### src/rtl/liteeth_sram_fifo_pkg.sv
// Shared sizing for the SRAM-backed stream FIFO: payload width, macro geometry,
// the derived pointer width and the output-buffer occupancy type.
package liteeth_sram_fifo_pkg;

  localparam int unsigned BITS       = 12;
  localparam int unsigned WORD_DEPTH = 128;
  localparam int unsigned ADDR_WIDTH = 7;
  localparam int unsigned PTR_WIDTH  = ADDR_WIDTH + 1;
  localparam int unsigned OBUF_DEPTH = 2;

  typedef logic [1:0] obuf_count_t;

endpackage

### src/rtl/liteeth_sram_fifo_if.sv
// Write/read stream bundle of the FIFO plus its occupancy; slave is the FIFO side.
interface liteeth_sram_fifo_if #(
  parameter int unsigned BITS       = liteeth_sram_fifo_pkg::BITS,
  parameter int unsigned ADDR_WIDTH = liteeth_sram_fifo_pkg::ADDR_WIDTH
);
  logic                  sink_valid;
  logic                  sink_ready;
  logic [BITS-1:0]       sink_data;
  logic                  source_valid;
  logic                  source_ready;
  logic [BITS-1:0]       source_data;
  logic [ADDR_WIDTH:0]   level;

  modport master (
    output sink_valid, sink_data, source_ready,
    input  sink_ready, source_valid, source_data, level
  );

  modport slave (
    input  sink_valid, sink_data, source_ready,
    output sink_ready, source_valid, source_data, level
  );
endinterface

### src/rtl/liteeth_sram_fifo_obuf.sv
// Two-entry output buffer absorbing SRAM read latency; entry 0 is always the oldest.
module liteeth_sram_fifo_obuf #(
  parameter int unsigned BITS = liteeth_sram_fifo_pkg::BITS
) (
  input  logic            i_clk,
  input  logic            i_rst,
  input  logic            i_push,
  input  logic [BITS-1:0] i_data,
  input  logic            i_pop,
  output logic [BITS-1:0] o_data,
  output logic            o_valid,
  output logic [1:0]      o_count
);
  import liteeth_sram_fifo_pkg::*;

  logic [BITS-1:0] r_mem [OBUF_DEPTH];
  obuf_count_t     r_count;

  always_ff @(posedge i_clk) begin
    if (i_rst) begin
      r_count <= '0;
    end else if (i_push && !i_pop) begin
      r_count <= r_count + 2'd1;
    end else if (i_pop && !i_push) begin
      r_count <= r_count - 2'd1;
    end
  end

  // Push+pop with one entry held replaces it in place; with two, shift then append.
  always_ff @(posedge i_clk) begin
    unique case ({i_push, i_pop})
      2'b10: r_mem[r_count[0]] <= i_data;
      2'b01: r_mem[0] <= r_mem[1];
      2'b11: begin
        if (r_count == 2'd1) begin
          r_mem[0] <= i_data;
        end else begin
          r_mem[0] <= r_mem[1];
          r_mem[1] <= i_data;
        end
      end
      default: ;
    endcase
  end

  assign o_data  = r_mem[0];
  assign o_valid = (r_count != '0);
  assign o_count = r_count;

endmodule

### src/rtl/liteeth_sram_fifo.sv
// Stream FIFO over an external 1rw1r SRAM macro: rw0 takes writes, r0 feeds a
// two-entry output buffer so a one-cycle read latency still sustains full rate.
module liteeth_sram_fifo #(
  parameter int unsigned BITS       = liteeth_sram_fifo_pkg::BITS,
  parameter int unsigned WORD_DEPTH = liteeth_sram_fifo_pkg::WORD_DEPTH,
  parameter int unsigned ADDR_WIDTH = liteeth_sram_fifo_pkg::ADDR_WIDTH
) (
  input  logic                  sys_clk,
  input  logic                  sys_rst,
  liteeth_sram_fifo_if.slave    stream,
  output logic                  mem_rw0_ce,
  output logic                  mem_rw0_we,
  output logic [ADDR_WIDTH-1:0] mem_rw0_addr,
  output logic [BITS-1:0]       mem_rw0_wd,
  output logic                  mem_r0_ce,
  output logic [ADDR_WIDTH-1:0] mem_r0_addr,
  input  logic [BITS-1:0]       mem_r0_rd
);
  import liteeth_sram_fifo_pkg::*;

  localparam int unsigned PW = ADDR_WIDTH + 1;

  logic [PW-1:0]   r_wr_ptr;
  logic [PW-1:0]   r_rd_ptr;
  logic            r_inflight;
  logic [PW-1:0]   w_sram_count;
  logic            w_push;
  logic            w_pop;
  logic            w_issue;
  logic [2:0]      w_ob_proj;
  logic            w_ob_valid;
  logic [1:0]      w_ob_count;
  logic [BITS-1:0] w_ob_data;

  assign w_sram_count      = r_wr_ptr - r_rd_ptr;
  assign stream.sink_ready = !sys_rst && (w_sram_count < PW'(WORD_DEPTH));
  assign w_push            = stream.sink_valid && stream.sink_ready;
  assign w_pop             = w_ob_valid && stream.source_ready;

  // Buffer occupancy after this edge if nothing new is issued; a read is only
  // launched when its data is guaranteed a free slot one cycle later.
  assign w_ob_proj = 3'(w_ob_count) + 3'(r_inflight) - 3'(w_pop);
  assign w_issue   = !sys_rst && (w_sram_count != '0) && (w_ob_proj < 3'(OBUF_DEPTH));

  assign mem_rw0_ce   = w_push;
  assign mem_rw0_we   = w_push;
  assign mem_rw0_addr = r_wr_ptr[ADDR_WIDTH-1:0];
  assign mem_rw0_wd   = stream.sink_data;
  assign mem_r0_ce    = w_issue;
  assign mem_r0_addr  = r_rd_ptr[ADDR_WIDTH-1:0];

  always_ff @(posedge sys_clk) begin
    if (sys_rst) begin
      r_wr_ptr   <= '0;
      r_rd_ptr   <= '0;
      r_inflight <= 1'b0;
    end else begin
      if (w_push) r_wr_ptr <= r_wr_ptr + PW'(1);
      if (w_issue) r_rd_ptr <= r_rd_ptr + PW'(1);
      r_inflight <= w_issue;
    end
  end

  liteeth_sram_fifo_obuf #(.BITS(BITS)) u_obuf (
    .i_clk   (sys_clk),
    .i_rst   (sys_rst),
    .i_push  (r_inflight),
    .i_data  (mem_r0_rd),
    .i_pop   (w_pop),
    .o_data  (w_ob_data),
    .o_valid (w_ob_valid),
    .o_count (w_ob_count)
  );

  assign stream.source_valid = w_ob_valid;
  assign stream.source_data  = w_ob_data;
  assign stream.level        = w_sram_count + PW'(r_inflight) + PW'(w_ob_count);

endmodule

### src/flat_wrapper.sv
// flat-port wrapper written by rule: the top's interface ports become plain ports
module liteeth_sram_fifo_flat import liteeth_sram_fifo_pkg::*;
#(
  parameter int unsigned BITS       = liteeth_sram_fifo_pkg::BITS,
  parameter int unsigned WORD_DEPTH = liteeth_sram_fifo_pkg::WORD_DEPTH,
  parameter int unsigned ADDR_WIDTH = liteeth_sram_fifo_pkg::ADDR_WIDTH
)
  (sys_clk, sys_rst, mem_rw0_ce, mem_rw0_we, mem_rw0_addr, mem_rw0_wd, mem_r0_ce, mem_r0_addr, mem_r0_rd, stream_sink_valid, stream_sink_data, stream_source_ready, stream_sink_ready, stream_source_valid, stream_source_data, stream_level);
  liteeth_sram_fifo_if #(.BITS(BITS), .ADDR_WIDTH(ADDR_WIDTH)) stream_i ();
  input  logic sys_clk;
  input  logic sys_rst;
  output logic mem_rw0_ce;
  output logic mem_rw0_we;
  output logic [ADDR_WIDTH-1:0] mem_rw0_addr;
  output logic [BITS-1:0] mem_rw0_wd;
  output logic mem_r0_ce;
  output logic [ADDR_WIDTH-1:0] mem_r0_addr;
  input  logic [BITS-1:0] mem_r0_rd;
  input wire logic [$bits(stream_i.sink_valid)-1:0] stream_sink_valid;
  input wire logic [$bits(stream_i.sink_data)-1:0] stream_sink_data;
  input wire logic [$bits(stream_i.source_ready)-1:0] stream_source_ready;
  output wire logic [$bits(stream_i.sink_ready)-1:0] stream_sink_ready;
  output wire logic [$bits(stream_i.source_valid)-1:0] stream_source_valid;
  output wire logic [$bits(stream_i.source_data)-1:0] stream_source_data;
  output wire logic [$bits(stream_i.level)-1:0] stream_level;
  assign stream_i.sink_valid = stream_sink_valid;
  assign stream_i.sink_data = stream_sink_data;
  assign stream_i.source_ready = stream_source_ready;
  assign stream_sink_ready = stream_i.sink_ready;
  assign stream_source_valid = stream_i.source_valid;
  assign stream_source_data = stream_i.source_data;
  assign stream_level = stream_i.level;
  liteeth_sram_fifo #(.BITS(BITS), .WORD_DEPTH(WORD_DEPTH), .ADDR_WIDTH(ADDR_WIDTH)) u_core (.sys_clk(sys_clk), .sys_rst(sys_rst), .stream(stream_i), .mem_rw0_ce(mem_rw0_ce), .mem_rw0_we(mem_rw0_we), .mem_rw0_addr(mem_rw0_addr), .mem_rw0_wd(mem_rw0_wd), .mem_r0_ce(mem_r0_ce), .mem_r0_addr(mem_r0_addr), .mem_r0_rd(mem_r0_rd));
endmodule
### config.mk
export PLATFORM = sky130hd
export DESIGN_NAME = liteeth_sram_fifo_flat
export DESIGN_NICKNAME = d
export VERILOG_FILES = /design/src/rtl/liteeth_sram_fifo_pkg.sv /design/src/rtl/liteeth_sram_fifo_if.sv /design/src/rtl/liteeth_sram_fifo_obuf.sv /design/src/rtl/liteeth_sram_fifo.sv /design/src/flat_wrapper.sv
export SDC_FILE = /design/constraint.sdc
export NUM_CORES = 1
export LEC_CHECK = 0
export CAP_MARGIN = 20
export CORE_UTILIZATION = 47
export CTS_BUF_LIST = sky130_fd_sc_hd__clkbuf_16
export CTS_CLUSTER_SIZE = 12
export DETAILED_ROUTE_END_ITERATION = 12
export HOLD_SLACK_MARGIN = 0.06
export PLACE_DENSITY = 0.8
export SLEW_MARGIN = 25
export SYNTH_ARGS = -nofsm -noshare
export SYNTH_HDL_FRONTEND = slang
export SYNTH_SLANG_ARGS = --single-unit
### constraint.sdc
create_clock -name sys_clk -period 3.8 [get_ports sys_clk]
set_input_delay 0.57 -clock sys_clk [delete_from_list [all_inputs] [get_ports sys_clk]]
set_output_delay 0.57 -clock sys_clk [all_outputs]
set_load 0.005 [all_outputs]
==> results of run 1 <==
[stage by stage]
stage / util (%) / setup WS (ns) / power [mW]
after CTS: 61.9 / 0.0212 / 2.33
after floorplan: - / 0.719 / 1.30
after detailed placement: 58.3 / 0.208 / 1.78
after global placement: 58.3 / 0.311 / 1.75
final: 62.4 / 0.101 / 2.34
after global routing: 62.4 / -0.00415 / 2.49
[cell families after synthesis]
logic type	after synthesis	share of synthesized area, %
and+or+nand+nor	74	14.8
buffers and inverters	52	11.5
DFF	43	42.1
AOI/OAI and AO/OA	25	6.42
muxes	20	8.38
adders and majority gates	20	10.7
xor gates and xnor gates	17	5.99
[timing repair]
item | in CTS | in global routing
buffers inserted | 0 | 2
resized for setup | 0 | 5
setup endpoints to repair | 0 | 2
[layout by cell type, fill, tap and decap left out, drive strengths merged, types with 2 or more instances in the layout]
cell           netlist  routed
clkdlybuf4s50        0      54
edfxtp              24      24
nor2                21      21
inv                 20      21
dfxtp               19      19
ha                  16      16
mux2                15      15
xnor2               11      11
nor3                11      11
a21oi               10      10
nand2b               9       9
nand2                8       8
buf                 28       7
xor2                 6       6
nor4                 5       5
nand3                5       5
mux2i                5       5
clkbuf               4       5
fa                   4       4
o31ai                3       3
or4                  3       3
nand4                3       3
o21ai                3       3
nand3b               2       2
and3                 2       2
or3                  2       2
bufinv               0       2
[synthesized netlist by cell type (all sizes together) (2+ instances only)]
cell     n
a21oi   10
and3     2
buf     28
clkbuf   4
dfxtp   19
edfxtp  24
fa       4
ha      16
inv     20
mux2    15
mux2i    5
nand2    8
nand2b   9
nand3    5
nand3b   2
nand4    3
nor2    21
nor3    11
nor4     5
o21ai    3
o31ai    3
or3      2
or4      3
xnor2   11
xor2     6
[power groups by stage]
stage               Combinational, mW  Sequential, mW  Clock [mW]
floorplan                       0.593           0.707           0
global placement                 1.05           0.699           0
detailed placement               1.07           0.705           0
CTS                              1.08           0.696       0.550
global route                     1.21           0.709       0.565
finish                           1.10           0.696       0.538
[routing by layer]
metal | track usage (%) | part of all wire, %
met3 | 4.31 | 5.4
met5 | 0 | 0
met4 | 6.92 | 1.7
met1 | 21.4 | 45
met2 | 29.9 | 48
[critical path: stages (launching register included)]
cell	delay, ns
dfxtp_2	0.34
inv_1	0.09
ha_1	0.15
inv_1	0.05
fa_1	0.40
and3_1	0.22
o21a_1	0.22
nor4_1	0.27
a211oi_2	0.11
and4b_4	0.28
nor3_1	0.16
clkdlybuf4s50_1	0.56
[layout make-up]
type,instances,area share (%)
clock inverters,3,1.95
repair buffers,61,18.1
inverters,20,2.30
clock buffers,5,3.83
well taps,70,2.68
multi-input cells,156,37.3
flip-flops and latches,43,33.8
[final timing paths]
kind	start	end	depth (start not counted)
max	u_core.r_wr_ptr[0]	mem_r0_ce	11
min	u_core.r_wr_ptr[7]	u_core.r_wr_ptr[7]	1
min reg2reg	u_core.r_wr_ptr[7]	u_core.r_wr_ptr[7]	1
max reg2reg	u_core.u_obuf.o_count[1]	u_core.r_rd_ptr[7]	14
[sequential cells by signal (all words and copies together) (netlist names)]
name,flops
u_core.u_obuf.r_mem,24
u_core.r_inflight,1
u_core.r_wr_ptr,8
u_core.u_obuf.o_count,2
u_core.r_rd_ptr,8
==> metrics.log, run 1 <==
INFO  metric multi_input_comb_area = 1220 sq um
INFO  metric detail_route.iter0.violations = 64
INFO  metric cts_buffers = 5
INFO  metric netlist.top_cell.by_area = edfxtp_1
INFO  metric syn_inst = 251
INFO  metric combinationalPowerShare = 47.2%
INFO  metric min-delay-path-class = reg -> reg
INFO  metric grt_pass1_wl = 8180 microns
INFO  metric p_per_area = 715 nW/um^2
INFO  metric cts_hold_buf = 0
INFO  metric area_of_the_placeable_core = 5240 sq um
INFO  metric design.final.nets = 335
INFO  metric grt_max_degree = 25
INFO  metric final-max-slew-violation-count = 0
INFO  metric clock_sink_count = 43
INFO  metric synthesized_net_count = 299
INFO  metric maxCapViolations = 0
INFO  metric cp.arrival = 3.13 ns
INFO  metric place.gp.congestion = 0.741
INFO  metric achievable-frequency = 0.270 GHz
INFO  metric fp.dieArea = 5860 sq um
INFO  metric via_count_of_the_first_global_routing_pass = 1784
INFO  metric clock_power_share = 23.0%
INFO  metric final_design_area_no_fill = 3270 sq um
INFO  metric fp-row-count = 26
INFO  metric drtAntennaViolNets = 0
INFO  metric grt_util_all_layers = 17.6%
INFO  metric via_per_inst = 5.21
INFO  metric detailed_place_hpwl = 3690 microns
INFO  metric final_min_period_over_clock_period = 97.3%
INFO  metric final-instance-count-excl-fill = 358
INFO  metric tritoncts = built
INFO  metric timing.critical_path.required = 3.23 ns
INFO  metric static-leakage-power = 1.27 nW
INFO  metric first_pass_iters = 4
INFO  metric ctsRootBufferMaster = clkbuf_16
INFO  metric synth-edff-count = 24
INFO  metric yosys_register_bits = 43
INFO  metric reg2reg_slack = 0.47 ns
INFO  metric yosysTopAreaCellShare = 27.6%
INFO  metric seqPwrFrac = 29.8%
INFO  metric cts_max_path_buffers = 2
INFO  metric syn_avg_cell_area = 10.4 sq um
INFO  metric status = finished clean
INFO  metric drt_drc_violations_left = 0
INFO  metric critical_setup_path_kind = reg -> out
INFO  metric placed_inst_area = 3050 sq um
INFO  metric netSwitchingFraction = 30.3%
INFO  metric synthesis.area = 2610 sq um
INFO  metric seq_area = 1100 sq um
INFO  metric ys_seq_area_share = 42.1%
INFO  metric postSynth.topFlopCell = edfxtp_1
INFO  metric io_pins = 79
INFO  metric initial_core_util = 49.9%
INFO  metric ir_drop = 0.000355 V
INFO  metric finalCriticalPeriod = 3.70 ns
INFO  metric critical_path.endpoint_type = primary output
INFO  metric numPlacedInstances = 348
INFO  metric n_antenna_cell = 0
INFO  metric die_height = 76.6 microns
INFO  metric synthArstFlopShare = 0%
INFO  metric worstMarginPinSlew = 0.506 ns
INFO  metric clock_skew = 0.00439 ns
INFO  metric netlist_top_cells_area = edfxtp_1 (28%), dfxtp_1 (15%), buf_4 (8.0%)
INFO  metric internal-power = 1.63 mW
INFO  metric antenna_violations_before_repair = 0
INFO  metric power.net_switching = 0.708 mW
INFO  metric post_synth_num_cell_types = 40
INFO  metric layout-area-overhead-vs-synth = 25.2%
INFO  metric worstPathMaxFanout = 13
INFO  metric buffer_ports.inserted = 54
INFO  metric slew_headroom = 66.3%
INFO  metric final-setup-viol-count = 0
INFO  metric worst_setup_start_kind = flop
INFO  metric tns = 0 ns
INFO  metric route.final.wire_length = 5050 microns
INFO  metric worstSkewPairLatency = 0.28 ns
INFO  metric ctsHtreeMaxLevel = 2
INFO  metric synth-warning-count = 0
INFO  metric routed_wire_length_per_instance = 14.1 microns
INFO  metric grt_overflow = 0
INFO  metric die_outline_width = 76.6 microns
INFO  metric clk_pin_slew = 0.06 ns
INFO  metric detailroute.via_count = 1866
INFO  metric drive_gt1_share = 12.8%
INFO  metric timing.final.hold_violations = 0
INFO  metric num-fill-cells = 425
INFO  metric hold_slack = 0.480 ns
Power figures use the tool's default switching activity.
==> run 2, diff against run 1 <==
- TNS_END_PERCENT: unset -> 50
==> results of run 2 <==
Same layout as run 1: the final DEF is identical, and so are final timing and power.
